## config.mk

```make
export PLATFORM = sky130hd
export DESIGN_NAME = sdiv_datapath_flat
export DESIGN_NICKNAME = d
export VERILOG_FILES = /design/src/rtl/sdiv_datapath_if.sv /design/src/rtl/sdiv_datapath.sv /design/src/flat_wrapper.sv
export SDC_FILE = /design/constraint.sdc
export NUM_CORES = 1
export LEC_CHECK = 0
export CORE_MARGIN = 2
export CORE_UTILIZATION = 37
export CTS_CLUSTER_DIAMETER = 30
export DETAILED_ROUTE_END_ITERATION = 10
export SYNTH_ARGS = -nofsm -noshare
export SYNTH_HDL_FRONTEND = slang
export SYNTH_SLANG_ARGS = --single-unit
```

## constraint.sdc

```tcl
create_clock -name clk -period 4.7 [get_ports clk]
set_clock_uncertainty 0.2 [all_clocks]
set_input_delay 1.175 -clock clk [delete_from_list [all_inputs] [get_ports clk]]
set_output_delay 1.175 -clock clk [all_outputs]
set_load 0.1 [all_outputs]
```

## src/rtl/sdiv_datapath_if.sv

```systemverilog
// sdiv_datapath_if: strobe/operand/result bundle for the divider.
// master drives Load/Shift/Sub/Compare/Enable and operands; slave returns results.
interface sdiv_datapath_if #(
  parameter int N = 8
) ();

  logic         Load;
  logic         Shift;
  logic         Sub;
  logic         Compare;
  logic         Enable;
  logic [N-1:0] dividend;
  logic [N-1:0] divisor;
  logic         End;
  logic [N-1:0] quotient;
  logic [N-1:0] remainder;
  logic         done;
  logic         div0;

  modport master (
    output Load,
    output Shift,
    output Sub,
    output Compare,
    output Enable,
    output dividend,
    output divisor,
    input  End,
    input  quotient,
    input  remainder,
    input  done,
    input  div0
  );

  modport slave (
    input  Load,
    input  Shift,
    input  Sub,
    input  Compare,
    input  Enable,
    input  dividend,
    input  divisor,
    output End,
    output quotient,
    output remainder,
    output done,
    output div0
  );

endinterface

```

## src/rtl/sdiv_datapath.sv

```systemverilog
// sdiv_datapath: strobe-driven restoring unsigned divider datapath.
// Ports: clk, reset (async, active-high), bus (sdiv_datapath_if.slave).
module sdiv_datapath #(
  parameter int N = 8
) (
  input  logic           clk,
  input  logic           reset,
  sdiv_datapath_if.slave bus
);

  localparam int CW = $clog2(N + 1);

  logic [N:0]    a_q;
  logic [N:0]    a_d;
  logic [N-1:0]  q_q;
  logic [N-1:0]  q_d;
  logic [N-1:0]  m_q;
  logic [N-1:0]  m_d;
  logic [CW-1:0] cnt_q;
  logic [CW-1:0] cnt_d;
  logic          busy_q;
  logic          busy_d;
  logic          done_q;
  logic          done_d;
  logic          dz_q;
  logic          dz_d;

  logic          fin;
  logic [N:0]    m_ext;
  logic [N:0]    a_sub;
  logic [N:0]    a_add;

  assign fin   = busy_q && (cnt_q == '0);
  assign m_ext = {1'b0, m_q};
  assign a_sub = a_q - m_ext;
  assign a_add = a_q + m_ext;

  // A/Q/M update: Load wins, then Shift, Sub, Compare.
  always_comb begin
    a_d = a_q;
    q_d = q_q;
    m_d = m_q;
    if (bus.Load) begin
      a_d = '0;
      q_d = bus.dividend;
      m_d = bus.divisor;
    end else if (bus.Shift) begin
      {a_d, q_d} = {a_q[N-1:0], q_q, 1'b0};
    end else if (bus.Sub) begin
      a_d = a_sub;
    end else if (bus.Compare) begin
      // A[N] set means the trial subtraction went negative.
      if (a_q[N]) begin
        a_d    = a_add;
        q_d[0] = 1'b0;
      end else begin
        q_d[0] = 1'b1;
      end
    end
  end

  // Counter and status; Load overrides everything here too.
  always_comb begin
    cnt_d  = cnt_q;
    busy_d = busy_q;
    done_d = done_q;
    dz_d   = dz_q;
    if (bus.Load) begin
      cnt_d  = CW'(N);
      busy_d = 1'b1;
      done_d = 1'b0;
      dz_d   = (bus.divisor == '0);
    end else begin
      // Saturate at zero rather than wrapping.
      if (bus.Enable && (cnt_q != '0)) begin
        cnt_d = cnt_q - CW'(1);
      end
      if (fin) begin
        busy_d = 1'b0;
        done_d = 1'b1;
      end
    end
  end

  always_ff @(posedge clk or posedge reset) begin
    if (reset) begin
      a_q    <= '0;
      q_q    <= '0;
      m_q    <= '0;
      cnt_q  <= '0;
      busy_q <= 1'b0;
      done_q <= 1'b0;
      dz_q   <= 1'b0;
    end else begin
      a_q    <= a_d;
      q_q    <= q_d;
      m_q    <= m_d;
      cnt_q  <= cnt_d;
      busy_q <= busy_d;
      done_q <= done_d;
      dz_q   <= dz_d;
    end
  end

  assign bus.End       = fin;
  assign bus.quotient  = q_q;
  assign bus.remainder = a_q[N-1:0];
  assign bus.done      = done_q;
  assign bus.div0      = dz_q;

endmodule

```

## src/flat_wrapper.sv

```systemverilog
// flat-port wrapper written by rule: the top's interface ports become plain ports
module sdiv_datapath_flat 
#(
  parameter int N = 8
)
  (clk, reset, bus_Load, bus_Shift, bus_Sub, bus_Compare, bus_Enable, bus_dividend, bus_divisor, bus_End, bus_quotient, bus_remainder, bus_done, bus_div0);
  sdiv_datapath_if #(.N(N)) bus_i ();
  input  logic clk;
  input  logic reset;
  input wire logic [$bits(bus_i.Load)-1:0] bus_Load;
  input wire logic [$bits(bus_i.Shift)-1:0] bus_Shift;
  input wire logic [$bits(bus_i.Sub)-1:0] bus_Sub;
  input wire logic [$bits(bus_i.Compare)-1:0] bus_Compare;
  input wire logic [$bits(bus_i.Enable)-1:0] bus_Enable;
  input wire logic [$bits(bus_i.dividend)-1:0] bus_dividend;
  input wire logic [$bits(bus_i.divisor)-1:0] bus_divisor;
  output wire logic [$bits(bus_i.End)-1:0] bus_End;
  output wire logic [$bits(bus_i.quotient)-1:0] bus_quotient;
  output wire logic [$bits(bus_i.remainder)-1:0] bus_remainder;
  output wire logic [$bits(bus_i.done)-1:0] bus_done;
  output wire logic [$bits(bus_i.div0)-1:0] bus_div0;
  assign bus_i.Load = bus_Load;
  assign bus_i.Shift = bus_Shift;
  assign bus_i.Sub = bus_Sub;
  assign bus_i.Compare = bus_Compare;
  assign bus_i.Enable = bus_Enable;
  assign bus_i.dividend = bus_dividend;
  assign bus_i.divisor = bus_divisor;
  assign bus_End = bus_i.End;
  assign bus_quotient = bus_i.quotient;
  assign bus_remainder = bus_i.remainder;
  assign bus_done = bus_i.done;
  assign bus_div0 = bus_i.div0;
  sdiv_datapath #(.N(N)) u_core (.clk(clk), .reset(reset), .bus(bus_i));
endmodule
```

Word level (Yosys, flattened, before mapping)
Cells that the tools add are included.

word-level totals
  flip-flop bits (word level) = 32
  logic and storage cells = 43
  output and inout port bits = 19
  input port bits = 23

operators by class
  multiplexer cells = 17
  $add $sub $neg = 3
  eq/ne operators = 1
  reduce and logical (&&, ||, !) cells = 13

operator list
  operator                                           number
  two-way mux 9 bit                                  5
  nonzero test 4 bit                                 3
  adder 9 x 8 -> 9 bit                               1
  subtractor 9 x 8 -> 9 bit                          1
  zero test 8 bit                                    1
  two-way mux 1 bit                                  8
  two-way mux 4 bit                                  2
  two-way mux 8 bit                                  1
  two-way mux 7 bit                                  1
  nonzero test 2 bit                                 3
  zero test 4 bit                                    1
  AND reduction 2 bit                                2
  subtractor 4 x 1 -> 4 bit (second input constant)  1
  inequality test 3 bit (second input constant)      1
  nonzero test 3 bit                                 1
  logical AND 1 bit                                  2

Logic depth before layout (Yosys ltp)
Gate-level depths: netlist of run 1.

  word-level depth = 6
  mapped depth = 9
  mapped depth without buffers = 9

Worst setup path after synthesis of run 1
No wires, ideal clock.

  path type = reg-to-output
  start = register u_core.cnt_q[0]
  end = output port bus_End
  data arrival time = 1.648 ns
  slack = 1.677 ns
  stages on the path, launching flop included = 5
  cells stage by stage = dfrtp_1 > inv_1 > ha_1 > nor3b_1 > and2_1

on the way
  word-level cells in the longest chain between the ends = 2

ends and longest elaborated chain
  element                 RTL line             RTL
  start, declared         sdiv_datapath.sv:19  logic [CW-1:0] cnt_q;
  start signal, assigned  sdiv_datapath.sv:98  cnt_q <= cnt_d;
  zero test 4 bit         sdiv_datapath.sv:33  assign fin = busy_q && (cnt_q == '0);
  logical AND 1 bit       sdiv_datapath.sv:33
  end, declared           flat_wrapper.sv:17   output wire logic [$bits(bus_i.End)-1:0] bus_End;

Every way passes these cells.

Final worst setup path of run 1
  start = register u_core.a_q[1]
  end = output port bus_remainder[1]

RTL lines
  element                 RTL line             RTL
  start, declared         sdiv_datapath.sv:13  logic [N:0] a_q;
  start signal, assigned  sdiv_datapath.sv:87  a_q <= '0;
  start signal, assigned  sdiv_datapath.sv:95  a_q <= a_d;
  end, declared           flat_wrapper.sv:19   output wire logic [$bits(bus_i.remainder)-1:0] bus_remainder;

No word-level cell between the ends.

==> flow_summary.toml, run 1 <==
[setup_path]
startpoint_of_the_worst_slack_reg_to_reg_timing_path = "u_core.a_q[0]"
cp-end-kind = "primary output"
critical_path.max_stage_delay_ps = 1200
timing_worst_setup_path_type = "reg2out"
cp.buffers_inverters = 1
cp_cell_sequence = "clkdlybuf4s50_1"
startpoint_type = "flop"
r2r_cells = 9
path_delay_family = "buffers and inverters"
crit_path_top_delay_cell = "sky130_fd_sc_hd__clkdlybuf4s50_1"
critPathRequiredTime_ps = 3320
data_arrival_time_of_the_worst_path_ps = 1990
regToRegSetupSlack_ps = 2380
crit_path_max_fanout = 7
critical_path.reg2reg.endpoint = "u_core.a_q[8]"

[timing]
final-max-slew-violation-count = 0
post-route-worst-setup-slack_ps = 1337
setup_violations = 0
fmaxAchievable_mhz = 297.4
post-route-period-util_pct = 71.55
rsz0062_at_grt = "no"
hold_ws_ps = 310.2
timing.final.crit_period_ps = 3363
timing.setup.tns_ps = 0
timing.slew.headroom_pct = 33.99
timing_worst_slew_pin_value_ps = 987.0
finalHoldViolCount = 0

[global_route]
globalRouteMet1Util_pct = 23.53
grt_overflow = 0
track_usage_pct = 17.43
global_route.usage.met3_pct = 5.113
grt_antenna_before_repair = 0
number_of_global_route_vias_before_repair = 2034
grt_first_pass_wirelength_um = 9887
grt_max_degree = 36
grtUsageMet2_pct = 26.91
grt_busiest_layer = "met2"

[drt]
antenna_left = 0
drc = 0
per_cell_routed_wire_length_um = 15.09
dr.first_iter.drc_count = 184
drt_pre_antenna_iters = 4
routed_wirelength_um = 5736
post_drt_via_cell_ratio = 5.405
vias = 2054

[synthesis]
synthesis.area_um2 = 2385
synthSimpleGateAreaFrac_pct = 15.37
synth_compound_area_share_pct = 24.03
synth-xor-area-share_pct = 2.571
synth.area.top_cells = "sky130_fd_sc_hd__dfrtp_1 (34%), sky130_fd_sc_hd__ha_1 (9.4%), sky130_fd_sc_hd__o21ai_0 (4.2%)"
synth_largest_type_area_fraction_pct = 33.58
main_combinational_cell_family_by_area_after_synthesis = "compound AO/OA/AOI/OAI gates"
per_instance_average_area_after_synthesis_um2 = 8.768
post_synth_fa_ha_maj_area_fraction_pct = 11.12
synth.area.mux_share_pct = 3.830
netlist.top_cell.by_area = "sky130_fd_sc_hd__dfrtp_1"
synthesis.nets = 315
synth_cell_types = 52
synth_edf_count = 0
syn_inst = 272
ys_seq_area_share_pct = 33.58
warning_count_from_the_yosys_run = 0
proportion_of_register_bits_with_asynchronous_set_or_reset_after_synthesis_pct = 100.0
synth-seq-cells = 32
synth_ff_type = "sky130_fd_sc_hd__dfrtp_1"

[placement]
quantity_of_i_o_buffers_inserted_on_ports = 41
post_placement_worst_setup_slack_ps = 1452
post-dp-hpwl_um = 4282
place.gp.congestion = 0.9306

[layout]
final-seq-area_um2 = 800.8
nets = 345
most-common-layout-cells = "sky130_fd_sc_hd__clkdlybuf4s50_1 (40), sky130_fd_sc_hd__dfrtp_1 (32), sky130_fd_sc_hd__nand2_1 (23)"
area_of_the_multi_input_gates_um2 = 1358
final_common_cell = "sky130_fd_sc_hd__clkdlybuf4s50_1"
layout.filler_cells = 631
num_antenna_cells = 0
layout-area-overhead-vs-synth_pct = 21.20
post_route_cells_drive_above_1_share_pct = 8.911

[floorplanning]
chipHeight_um = 84.29
io_pins = 42
num_rows = 29
floorplan.initialDensity_pct = 37.99
core_area_um2 = 6277
die-width_um = 84.29
die-area_um2 = 7104

[worst_hold_path]
hold_depth = 2
hold_path_startpoint = "u_core.bus.done"
holdPathEnd = "u_core.bus.done"
worstHoldPathType = "reg2reg"

[cts]
number_of_gates_resized_after_cts = 0
worstSkewPairLatency_ps = 290
clk_path_buf_depth = 2
path_clk_slew_ps = 70
cts_tree = "built"
postCtsSetupRepairBufs = 0
clock-sinks = 32
clock_tree.root_cell = "sky130_fd_sc_hd__clkbuf_8"
numCtsBuffers = 5
number_of_hold_repair_buffers_added_at_the_cts_stage = 0
clock_tree.htree_level_count = 2

[pwr]
power_density_nw_per_um2 = 357.8
ir_drop_mv = 0.2280
total_leakage_power_nw = 1.271
total_power_of_the_final_layout_w = 0.001034

[flow_run]
timing.max_cap.violations = 0

[status]
run_status = "completed"
## worst max-delay path by stage
stage                    startpoint               end  depth (start not counted)
floorplan           u_core.cnt_q[0]           bus_End                          4
global placement            bus_Sub     u_core.a_q[4]                          7
detailed placement          bus_Sub     u_core.a_q[8]                          6
CTS                   u_core.a_q[1]  bus_remainder[1]                          1
global route          u_core.a_q[1]  bus_remainder[1]                          1
finish                u_core.a_q[1]  bus_remainder[1]                          1
## registers in the layout (all words and copies together) (netlist names)
signal and flops:
u_core.a_q 9, u_core.bus.done 1, u_core.bus.quotient 8, u_core.busy_q 1, u_core.m_q 8, u_core.cnt_q 4
u_core.bus.div0 1
## per-layer routing
metal | wire length (um) | up-vias
met1 | 2648 | 982
met4 | 108 | 0
li1 | - | 999
met5 | 0 | -
met3 | 365 | 7
met2 | 2614 | 66
## cells by family after synthesis
logic type / after synthesis
DFF: 32
xor gates and xnor gates: 7
muxes: 9
buffers and inverters: 45
AOI/OAI and AO/OA: 82
and+or+nand+nor: 77
adders and majority gates: 20
## area by class of cell
class	count	share of cell area [%]
clock inverters	3	1.472
clock buffers	5	2.381
inverters	23	2.987
flip-flops and latches	32	27.71
well taps	77	3.333
multi-input cells	195	46.97
repair buffers	45	15.15
## per-stage QoR
stage          util [%]  instance area, um2  std cells
5_1_grt           46.04                2890        380
4_1_cts           46.04                2890        380
6_report          46.04                2890        380
3_3_place_gp      44.27                2779        372
3_5_place_dp      44.27                2779        372
2_1_floorplan         -                2385        272
## synth_stat cells (4+ instances only)
| library cell | number |
|---|---|
| sky130_fd_sc_hd__ha_1 | 18 |
| sky130_fd_sc_hd__a22oi_1 | 4 |
| sky130_fd_sc_hd__nand2b_1 | 7 |
| sky130_fd_sc_hd__buf_2 | 7 |
| sky130_fd_sc_hd__dfrtp_1 | 32 |
| sky130_fd_sc_hd__xor2_1 | 4 |
| sky130_fd_sc_hd__o21ai_1 | 6 |
| sky130_fd_sc_hd__nor2_1 | 21 |
| sky130_fd_sc_hd__a21oi_1 | 17 |
| sky130_fd_sc_hd__nor3_1 | 8 |
| sky130_fd_sc_hd__mux2i_1 | 8 |
| sky130_fd_sc_hd__inv_1 | 21 |
| sky130_fd_sc_hd__nand2_1 | 23 |
| sky130_fd_sc_hd__o21ai_0 | 20 |
| sky130_fd_sc_hd__buf_4 | 9 |
## where the power goes
part	internal [W]	switching, W
combinational	0.000145	0.000280
sequential	0.000304	0.0000312
clock	0.000157	0.000117
Power figures use the tool's default switching activity.
==> run 2: changes to the inputs <==
==> constraint.sdc (replaced) <==
create_clock -name clk -period 2.9 [get_ports clk]
set_clock_uncertainty 0.2 [all_clocks]
set_input_delay 0.725 -clock clk [delete_from_list [all_inputs] [get_ports clk]]
set_output_delay 0.725 -clock clk [all_outputs]
set_load 0.1 [all_outputs]
==> run 2 against run 1 <==
Compared with the run above:
- non-clock buffer count grew 5
- critical path depth grew 4
- utilization shrank 0.14 points
- worst hold slack gained 13 ps
- sequential power grew 63%
- combinational power grew 63%
- total power grew 56%
- final cell count grew 1.3%
- critical endpoint is now bus_End
- largest power group unchanged
- highest routed layer unchanged
==> flow_summary.toml, run 2 (synthesis gave the netlist of run 1 again) <==
[setup_path]
data_arrival_time_of_the_worst_path_ps = 1680
regToRegSetupSlack_ps = 480
cp-end-kind = "primary output"
critPathRequiredTime_ps = 1980
timing_worst_setup_path_type = "reg2out"
startpoint_type = "flop"
crit_path_max_fanout = 3

[timing]
timing.setup.tns_ps = 0
hold_ws_ps = 322.7
fmaxAchievable_mhz = 383.9
timing.slew.headroom_pct = 62.25
post-route-worst-setup-slack_ps = 295.3
finalHoldViolCount = 0
timing.final.crit_period_ps = 2605
post-route-period-util_pct = 89.82
rsz0062_at_grt = "no"
setup_violations = 0
final-max-slew-violation-count = 0
timing_worst_slew_pin_value_ps = 566.3

[global_route]
grt_first_pass_wirelength_um = 10040
grt_max_degree = 33
grt_overflow = 0
number_of_global_route_vias_before_repair = 2050
track_usage_pct = 17.47
grt_antenna_before_repair = 0

[worst_hold_path]
worstHoldPathType = "reg2reg"

[cts]
worstSkewPairLatency_ps = 290
numCtsBuffers = 5
number_of_hold_repair_buffers_added_at_the_cts_stage = 0
clock_tree.htree_level_count = 2
postCtsSetupRepairBufs = 0
path_clk_slew_ps = 70
cts_tree = "built"
clk_path_buf_depth = 2
clock_tree.root_cell = "sky130_fd_sc_hd__clkbuf_8"
number_of_gates_resized_after_cts = 0
clock-sinks = 32

[placement]
place.gp.congestion = 0.8933
placed_cell_area_um2 = 2784
post_placement_worst_setup_slack_ps = 290.9
post-dp-hpwl_um = 4487
quantity_of_i_o_buffers_inserted_on_ports = 41

[layout]
nets = 350
layout-area-overhead-vs-synth_pct = 20.83
post_route_cells_drive_above_1_share_pct = 16.23
largest-register = "u_core.a_q"
design_area_um2 = 2882
most-common-layout-cells = "sky130_fd_sc_hd__dfrtp_1 (32), sky130_fd_sc_hd__buf_4 (27), sky130_fd_sc_hd__nand2_1 (23)"
num_antenna_cells = 0
layout.filler_cells = 636
fin_util_pct = 45.90
final_common_cell = "sky130_fd_sc_hd__dfrtp_1"
largest_register_ffs = 9

[flow_run]
timing.max_cap.violations = 0

[floorplanning]
core_area_um2 = 6277
floorplan.initialDensity_pct = 37.99
num_rows = 29
chipHeight_um = 84.29
io_pins = 42
die-area_um2 = 7104
die-width_um = 84.29

[drt]
drt_pre_antenna_iters = 4
drc = 0
routed_wirelength_um = 5884
per_cell_routed_wire_length_um = 15.28
vias = 2047
post_drt_via_cell_ratio = 5.317
dr.first_iter.drc_count = 107
antenna_left = 0

[status]
run_status = "completed"

[pwr]
ir_drop_mv = 0.3760
power_density_nw_per_um2 = 559.3
total_leakage_power_nw = 1.315
-- run 2: where the power goes --
| part | leakage [nW] | switching (W) | internal (W) | total, W |
|---|---|---|---|---|
| Sequential | 0.400 | 0.0000514 | 0.000493 | 0.000545 |
| Combinational | 0.871 | 0.000457 | 0.000235 | 0.000692 |
| Clock | 0.0434 | 0.000183 | 0.000192 | 0.000375 |
-- run 2: routing by layer --
metal	wire, um	track usage, %	up-vias
met1	2761	24.24	970
met4	72	4.106	0
met2	2675	27.49	58
li1	-	-	1011
met5	0	0	-
met3	375	4.425	8
-- run 2: final cells by class --
type	count	area, um2	area share, %
multi-input cells	195	1358	47.11
flip-flops and latches	32	800.8	27.79
repair buffers	50	442.9	15.37
well taps	77	96.34	3.343
inverters	23	86.33	2.996
clock buffers	6	82.58	2.866
clock inverters	2	15.01	0.5211
-- run 2: worst max-delay path: stages, from the launching register on --
cell	delay, ps
sky130_fd_sc_hd__dfrtp_1	410
sky130_fd_sc_hd__inv_1	100
sky130_fd_sc_hd__ha_1	140
sky130_fd_sc_hd__nor3b_1	300
sky130_fd_sc_hd__and2_1	250
sky130_fd_sc_hd__buf_12	190
-- run 2: final timing paths --
check | startpoint | end | depth (start not counted)
min | u_core.bus.done | u_core.bus.done | 2
max reg2reg | u_core.a_q[1] | u_core.a_q[5] | 7
max in group asynchronous | reset | u_core.busy_q | 3
min in group asynchronous | reset | u_core.cnt_q[2] | 3
min reg2reg | u_core.bus.done | u_core.bus.done | 2
max | u_core.cnt_q[0] | bus_End | 5
-- run 2: metrics by stage --
step / total power (W) / instances
floorplan: 0.001099 / 272
global placement: 0.001243 / 377
detailed placement: 0.001244 / 377
CTS: 0.001622 / 385
global route: 0.001711 / 385
finish: 0.001612 / 385
==> run 3: changes to the inputs <==
--- a/config.mk
+++ b/config.mk
@@ -12,3 +12,4 @@
 export SYNTH_ARGS = -nofsm -noshare
 export SYNTH_HDL_FRONTEND = slang
 export SYNTH_SLANG_ARGS = --single-unit
+export TNS_END_PERCENT = 5
==> results of run 3 <==
Same layout as run 2: the final DEF is identical, and so are final timing and power.
